$ cat config.mk
export PLATFORM = sky130hd
export DESIGN_NAME = ps2_kbd_rx
export DESIGN_NICKNAME = d
export VERILOG_FILES = /design/src/rtl/ps2_pkg.sv /design/src/rtl/ps2_code_fifo.sv /design/src/rtl/ps2_kbd_rx.sv
export SDC_FILE = /design/constraint.sdc
export NUM_CORES = 1
export LEC_CHECK = 0
export CAP_MARGIN = 0
export CELL_PAD_IN_SITES_DETAIL_PLACEMENT = 1
export CELL_PAD_IN_SITES_GLOBAL_PLACEMENT = 2
export CORE_AREA = 3 3 128 130
export DETAILED_ROUTE_END_ITERATION = 7
export DIE_AREA = 0 0 131 133
export DONT_BUFFER_PORTS = 1
export GPL_ROUTABILITY_DRIVEN = 0
export GPL_TIMING_DRIVEN = 0
export PLACE_DENSITY_LB_ADDON = 0.1
export SLEW_MARGIN = 20
export SYNTH_ARGS = -nofsm -noshare
export SYNTH_HDL_FRONTEND = slang
export SYNTH_SLANG_ARGS = --single-unit
$ cat constraint.sdc
create_clock -name clk -period 3.2 [get_ports clk]
set_input_delay 0.32 -clock clk [delete_from_list [all_inputs] [get_ports clk]]
set_output_delay 0.32 -clock clk [all_outputs]
set_load 0.01 [all_outputs]
$ cat src/rtl/ps2_pkg.sv
// PS/2 receiver shared definitions.
// Prefix bytes, frame FSM states and packed-code layout.
package ps2_pkg;

  localparam logic [7:0] PS2_PFX_EXT = 8'hE0;
  localparam logic [7:0] PS2_PFX_BRK = 8'hF0;

  localparam int EXT_BIT = 9;
  localparam int BRK_BIT = 8;
  localparam int CODE_W  = 10;

  typedef enum logic [1:0] {
    IDLE,
    DATA,
    PARITY,
    STOP
  } ps2_state_e;

  function automatic logic [CODE_W-1:0] ps2_pack(
    input logic       ext,
    input logic       brk,
    input logic [7:0] code
  );
    logic [CODE_W-1:0] p;
    p          = '0;
    p[EXT_BIT] = ext;
    p[BRK_BIT] = brk;
    p[7:0]     = code;
    return p;
  endfunction

endpackage

$ cat src/rtl/ps2_code_fifo.sv
// Generic first-word-fall-through FIFO.
// Head holds the last popped word while empty.
module ps2_code_fifo #(
  parameter int WIDTH = 10,
  parameter int DEPTH = 8
) (
  input  logic                       clk,
  input  logic                       rst,
  input  logic                       push_i,
  input  logic [WIDTH-1:0]           data_i,
  input  logic                       pop_i,
  output logic [WIDTH-1:0]           data_o,
  output logic                       full_o,
  output logic                       empty_o,
  output logic [$clog2(DEPTH+1)-1:0] count_o
);

  localparam int AW = $clog2(DEPTH);
  localparam int CW = $clog2(DEPTH + 1);

  logic [WIDTH-1:0] mem_q [DEPTH];
  logic [AW-1:0]    wr_q;
  logic [AW-1:0]    rd_q;
  logic [CW-1:0]    cnt_q;
  logic [WIDTH-1:0] last_q;
  logic             do_push;
  logic             do_pop;

  assign empty_o = (cnt_q == '0);
  assign full_o  = (cnt_q == CW'(DEPTH));
  assign do_pop  = pop_i && !empty_o;
  assign do_push = push_i && (!full_o || do_pop);
  assign data_o  = empty_o ? last_q : mem_q[rd_q];
  assign count_o = cnt_q;

  // Storage array, written on accepted push.
  always_ff @(posedge clk) begin
    if (do_push) begin
      mem_q[wr_q] <= data_i;
    end
  end

  // Pointers, occupancy and last-popped head.
  always_ff @(posedge clk or posedge rst) begin
    if (rst) begin
      wr_q   <= '0;
      rd_q   <= '0;
      cnt_q  <= '0;
      last_q <= '0;
    end else begin
      if (do_push) begin
        wr_q <= wr_q + 1'b1;
      end
      if (do_pop) begin
        rd_q   <= rd_q + 1'b1;
        last_q <= mem_q[rd_q];
      end
      if (do_push && !do_pop) begin
        cnt_q <= cnt_q + 1'b1;
      end else if (do_pop && !do_push) begin
        cnt_q <= cnt_q - 1'b1;
      end
    end
  end

endmodule

$ cat src/rtl/ps2_kbd_rx.sv
// PS/2 keyboard receiver: sync, glitch filter, frame check,
// timeout, E0/F0 prefix decode and a FWFT code FIFO.
module ps2_kbd_rx
  import ps2_pkg::*;
#(
  parameter int SYNC_STAGES    = 3,
  parameter int FILTER_LEN     = 4,
  parameter int TIMEOUT_CYCLES = 100000,
  parameter int FIFO_DEPTH     = 8
) (
  input  logic                            clk,
  input  logic                            rst,
  input  logic                            ps2_clk,
  input  logic                            ps2_data,
  output logic [9:0]                      out_data,
  output logic                            out_valid,
  input  logic                            out_ready,
  output logic [$clog2(FIFO_DEPTH+1)-1:0] fifo_count,
  output logic                            parity_err,
  output logic                            frame_err,
  output logic                            overflow
);

  localparam int FW = (FILTER_LEN > 1) ? $clog2(FILTER_LEN) : 1;
  localparam int TW = $clog2(TIMEOUT_CYCLES + 1);

  logic [SYNC_STAGES-1:0] clk_sync_q;
  logic [SYNC_STAGES-1:0] dat_sync_q;
  logic                   clk_s;
  logic                   dat_s;

  logic [FW-1:0] flt_cnt_q;
  logic [FW-1:0] flt_cnt_d;
  logic          flt_q;
  logic          flt_d;
  logic          fall_q;

  ps2_state_e    state_q;
  ps2_state_e    state_d;
  logic [2:0]    bit_q;
  logic [2:0]    bit_d;
  logic [7:0]    sh_q;
  logic [7:0]    sh_d;
  logic          par_q;
  logic          par_d;
  logic [TW-1:0] tmo_q;
  logic [TW-1:0] tmo_d;
  logic          ext_q;
  logic          ext_d;
  logic          brk_q;
  logic          brk_d;
  logic          perr_q;
  logic          perr_d;
  logic          ferr_q;
  logic          ferr_d;
  logic          ovf_q;
  logic          ovf_d;

  logic                  push;
  logic [CODE_W-1:0]     push_code;
  logic                  fifo_full;
  logic                  fifo_empty;

  assign clk_s = clk_sync_q[SYNC_STAGES-1];
  assign dat_s = dat_sync_q[SYNC_STAGES-1];

  // Pin synchronisers, preset to the idle-high bus level.
  always_ff @(posedge clk or posedge rst) begin
    if (rst) begin
      clk_sync_q <= '1;
      dat_sync_q <= '1;
    end else begin
      clk_sync_q <= {clk_sync_q[SYNC_STAGES-2:0], ps2_clk};
      dat_sync_q <= {dat_sync_q[SYNC_STAGES-2:0], ps2_data};
    end
  end

  // Filter: flip only after FILTER_LEN differing samples in a row.
  always_comb begin
    flt_d     = flt_q;
    flt_cnt_d = '0;
    if (clk_s != flt_q) begin
      if (flt_cnt_q == FW'(FILTER_LEN - 1)) begin
        flt_d = clk_s;
      end else begin
        flt_cnt_d = flt_cnt_q + 1'b1;
      end
    end
  end

  // Filter state and registered falling-edge strobe.
  always_ff @(posedge clk or posedge rst) begin
    if (rst) begin
      flt_q     <= 1'b1;
      flt_cnt_q <= '0;
      fall_q    <= 1'b0;
    end else begin
      flt_q     <= flt_d;
      flt_cnt_q <= flt_cnt_d;
      fall_q    <= flt_q & ~flt_d;
    end
  end

  // Frame FSM, timeout, prefix decode and error pulses.
  always_comb begin
    state_d   = state_q;
    bit_d     = bit_q;
    sh_d      = sh_q;
    par_d     = par_q;
    tmo_d     = tmo_q;
    ext_d     = ext_q;
    brk_d     = brk_q;
    perr_d    = 1'b0;
    ferr_d    = 1'b0;
    push      = 1'b0;
    push_code = ps2_pack(ext_q, brk_q, sh_q);
    if (fall_q) begin
      tmo_d = '0;
      unique case (state_q)
        IDLE: begin
          if (!dat_s) begin
            state_d = DATA;
            bit_d   = 3'd0;
          end
        end
        DATA: begin
          sh_d  = {dat_s, sh_q[7:1]};
          bit_d = bit_q + 3'd1;
          if (bit_q == 3'd7) begin
            state_d = PARITY;
          end
        end
        PARITY: begin
          par_d   = dat_s;
          state_d = STOP;
        end
        STOP: begin
          state_d = IDLE;
          if (!dat_s) begin
            ferr_d = 1'b1;
            ext_d  = 1'b0;
            brk_d  = 1'b0;
          end else if (((^sh_q) ^ par_q) == 1'b0) begin
            perr_d = 1'b1;
            ext_d  = 1'b0;
            brk_d  = 1'b0;
          end else if (sh_q == PS2_PFX_EXT) begin
            ext_d = 1'b1;
          end else if (sh_q == PS2_PFX_BRK) begin
            brk_d = 1'b1;
          end else begin
            push  = 1'b1;
            ext_d = 1'b0;
            brk_d = 1'b0;
          end
        end
        default: state_d = IDLE;
      endcase
    end else if (state_q != IDLE) begin
      if (tmo_q == TW'(TIMEOUT_CYCLES - 1)) begin
        state_d = IDLE;
        tmo_d   = '0;
        bit_d   = 3'd0;
        sh_d    = '0;
        ferr_d  = 1'b1;
        ext_d   = 1'b0;
        brk_d   = 1'b0;
      end else begin
        tmo_d = tmo_q + 1'b1;
      end
    end
  end

  assign ovf_d = push && fifo_full && !(out_valid && out_ready);

  // Frame FSM and pulse registers.
  always_ff @(posedge clk or posedge rst) begin
    if (rst) begin
      state_q <= IDLE;
      bit_q   <= '0;
      sh_q    <= '0;
      par_q   <= 1'b0;
      tmo_q   <= '0;
      ext_q   <= 1'b0;
      brk_q   <= 1'b0;
      perr_q  <= 1'b0;
      ferr_q  <= 1'b0;
      ovf_q   <= 1'b0;
    end else begin
      state_q <= state_d;
      bit_q   <= bit_d;
      sh_q    <= sh_d;
      par_q   <= par_d;
      tmo_q   <= tmo_d;
      ext_q   <= ext_d;
      brk_q   <= brk_d;
      perr_q  <= perr_d;
      ferr_q  <= ferr_d;
      ovf_q   <= ovf_d;
    end
  end

  assign parity_err = perr_q;
  assign frame_err  = ferr_q;
  assign overflow   = ovf_q;
  assign out_valid  = !fifo_empty;

  ps2_code_fifo #(
    .WIDTH (CODE_W),
    .DEPTH (FIFO_DEPTH)
  ) u_fifo (
    .clk     (clk),
    .rst     (rst),
    .push_i  (push),
    .data_i  (push_code),
    .pop_i   (out_ready),
    .data_o  (out_data),
    .full_o  (fifo_full),
    .empty_o (fifo_empty),
    .count_o (fifo_count)
  );

endmodule

==> results.md <==
* Nets@finish at 502
* Number of synthesized flops with an enable pin at 80
* Largest net degree at the start of global routing at 50
* CTS Buffer Depth at 2
* Initial Utilization at between 40 and 50%
* CTS tree: yes
* CTS buffer count at 17
* R2r setup slk at between 0.15 and 0.2 ns
* Critical path fanouts, max at 4
* Fin crit share at between 90 and 100%
* Dpl cells at 660
* GRT Total Usage at 15.86%
* Family with the most delay on the worst path: XOR/XNOR gates
* Wirelength per Cell at 17.87 um
* Input/output buffers at 0
* Synth warn at 0
* Vias/cell at ~5
* Area leader, netlist: edfxtp_1
* Crit Path Category: reg2reg
* Total core area at around 15000 um^2
* Mapped Nets at between 400 and 500
* Die height at 133 um
* Hpwl dp at roughly 9000 um
* Fin crit period at between 3 and 4 ns
* Library cells used by synthesis at 47
* Router iterations before antenna repair at 4
* Non-Filler Instances at between 700 and 800
* Antenna diodes at 0
* Unrepaired setup endpoints after global routing: no
* Peak supply drop at about 370 uV
* First-pass GRT wire length at approximately 21000 um
* Area growth from synthesis to layout at 17.46%
* Worst-Margin Slew at approximately 0.84 ns
* Crit path max-delay cell type: dfrtp_2
* Max-slew violations at 0
* Initial antenna violation count at 0
* Final setup violating endpoints at 0
* Crit path largest cell delay at 0.42 ns
* Root Driver: clkbuf_16
* Clock Sinks at 146
* Total grt overflow at 0
* CP dominant cell by count: ha_1
* Via count at about 3.5k
* Pleak at approximately 2.8 nW
* Dominant cells by area after synthesis: edfxtp_1 38%, dfrtp_1 24%, mux4_2 7.2%
* CP arrival at 3.32 ns
* Fmax achieved at 330.5 MHz
* Status: finished clean
* Clock Latency Late Sink at around 0.42 ns
* Die W at approximately 130 um
* H-tree depth at 4
* CP required at between 3 and 4 ns
* Synth top area share at between 30 and 40%
* Finished Cell Area at 7338 um^2
* Max-slew headroom at the worst pin at 43.32%
* CP bufs+invs at 1
* Layout cells sized above 1 at between 20% and 30%
* Max-cap violation count at 0
* Post-place instance area at around 6600 um^2
* Mapped Area at 6247 um^2
* Ys async rst share at between 40% and 50%
* # fillers at 1518
* Worst min path class: in2reg
* Vias in the first global route at 3932
* Row count at 45
* CP Launch Type: flop
* CP Capture Type: flop
* Drt initial violations at approximately 200
* Flops & latches, synth at about 150
* Worst Clk Skew at between 0.005 and 0.006 ns
* Avg Inst Size Synth at between 10 and 15 um^2
* Crit-path cells: ha_1 -> xnor3_2 -> xnor2_4 -> nor3_4 -> ha_2 -> inv_1 -> ha_1 -> a21o_1 -> a21oi_1 -> xnor2_1 -> nor2_1 -> xor2_1
* Cells after Synth at between 400 and 500
* I/O pins at 23
* # DRC at 0
* PwrDens at roughly 700 nW/um^2
* Clock Pin Slew Worst Setup and Hold Paths at about 0.06 ns
* Post-synthesis sequential area ratio at between 60 and 70%
* Die area at around 17000 um^2
* Final number of hold-violating endpoints at 0
* DRT antenna net count at 0
* Drt total wl at approximately 13000 um
* Predominant post-synthesis flop cell: edfxtp_1
==> repair_timing <==
action,in CTS,in global routing
endpoints found under the setup margin,31,11
pin swaps,1,2
resized for setup,5,16
setup buffers,1,6
hold buffers,3,0
endpoints found under the hold margin,19,0
==> worst register-to-register path, stage by stage, from the launching register on <==
cell     delay, ns
dfrtp_2       0.42
ha_1          0.32
xnor3_2       0.42
xnor2_4       0.18
nor3_4        0.25
ha_2          0.23
inv_1         0.08
ha_1          0.28
a21o_1        0.18
a21oi_1       0.18
xnor2_1       0.14
nor2_1        0.07
xor2_1        0.14
==> path summary, 6_finish.rpt <==
| kind | from | to | cells past startpoint |
|---|---|---|---|
| setup / recovery | sh_q[6] | u_fifo.count_o[3] | 12 |
| hold / removal | out_ready | u_fifo.rd_q[2] | 2 |
| setup reg to reg | sh_q[6] | u_fifo.count_o[3] | 12 |
| hold reg to reg | dat_sync_q[1] | dat_sync_q[2] | 0 |
| max in group asynchronous | rst | flt_q | 3 |
| min in group asynchronous | rst | u_fifo.count_o[1] | 2 |
==> state kept, by name, indices dropped and copies added (netlist names), 2 cells and up <==
register / flops
clk_sync_q: 3
state_q: 2
bit_q: 3
u_fifo.rd_q: 3
u_fifo.count_o: 4
u_fifo.wr_q: 3
flt_cnt_q: 2
tmo_q: 17
u_fifo.mem_q: 80
dat_sync_q: 3
sh_q: 8
u_fifo.last_q: 10
==> cells in the mapped netlist (5+ instances only) <==
master / number
nor2_1: 37
mux2_2: 6
nor3_1: 6
dfrtp_1: 59
nor3b_1: 5
edfxtp_1: 80
buf_2: 5
nand3_1: 11
o21ai_0: 17
dfstp_2: 7
clkbuf_1: 11
xnor2_1: 14
inv_1: 15
mux4_2: 20
a21oi_1: 15
nand2_1: 43
ha_1: 18
xor2_1: 10
mux2i_1: 13
==> layer usage <==
metal / track usage (%) / vias to the layer above / routed length (um)
met5: 0 / - / 0
met4: 6.229 / 0 / 208
met3: 3.432 / 15 / 338
met2: 25.71 / 46 / 6258
met1: 20.69 / 1803 / 5737
li1: - / 1685 / -
==> per-stage QoR <==
step / TNS (ns) / utilization, % / setup slack, ns / total power, W / hold WS (ns)
final: 0 / 48.09 / 0.1745 / 0.005214 / 0.1057
after global routing: 0 / 48.09 / 0.01075 / 0.005520 / 0.1168
after CTS: 0 / 47.55 / 0.02618 / 0.005302 / 0.08994
after detailed placement: -7.657 / 43.40 / -0.3426 / 0.003368 / 0.1597
after global placement: -43.51 / 42.67 / -0.8350 / 0.003326 / 0.3245
after floorplan: 0 / - / 0.1866 / 0.003102 / 0.3245
==> layout by cell type (no fill, tap or decap), types with 6 or more instances in the layout <==
master / netlist / layout
dfrtp_2: 0 / 10
xor2_1: 10 / 9
clkbuf_16: 0 / 17
a21oi_1: 15 / 15
o21ai_0: 17 / 17
inv_1: 15 / 14
nand2_1: 43 / 43
mux4_2: 20 / 20
xnor2_1: 14 / 13
edfxtp_1: 80 / 80
nand3_1: 11 / 11
ha_1: 18 / 17
nor2_1: 37 / 35
clkbuf_1: 11 / 13
dfstp_2: 7 / 7
mux2_2: 6 / 6
mux2i_1: 13 / 13
buf_4: 0 / 14
dfrtp_1: 59 / 49
==> area by class of cell <==
type	count	area (um^2)	area share [%]
clock buffer	19	432.9	5.899
buffer	17	72.57	0.9889
multi-input combinational	264	2141	29.17
tap	211	264.0	3.598
inverter	15	58.81	0.8014
sequential	146	4075	55.53
clock inverter	13	138.9	1.893
timing repair buffer	17	155.1	2.114
==> power breakdown <==
group / internal [W] / switching, W / leakage, nW
logic: 0.000487 / 0.000581 / 0.935
registers: 0.00211 / 0.000125 / 1.65
clock network: 0.00114 / 0.000763 / 0.268
==> cell families (layout without fill, tap and decap cells) <==
logic type,Yosys count,count (layout),share of synthesized area [%]
fa+ha+maj,19,19,3.926
flops,146,146,65.03
compound gates,50,50,4.827
buf+inv,32,81,2.023
xor+xnor,25,25,3.725
simple gates,131,131,10.09
mux,39,39,10.37
No activity file was read; power rests on OpenSTA's default activity.
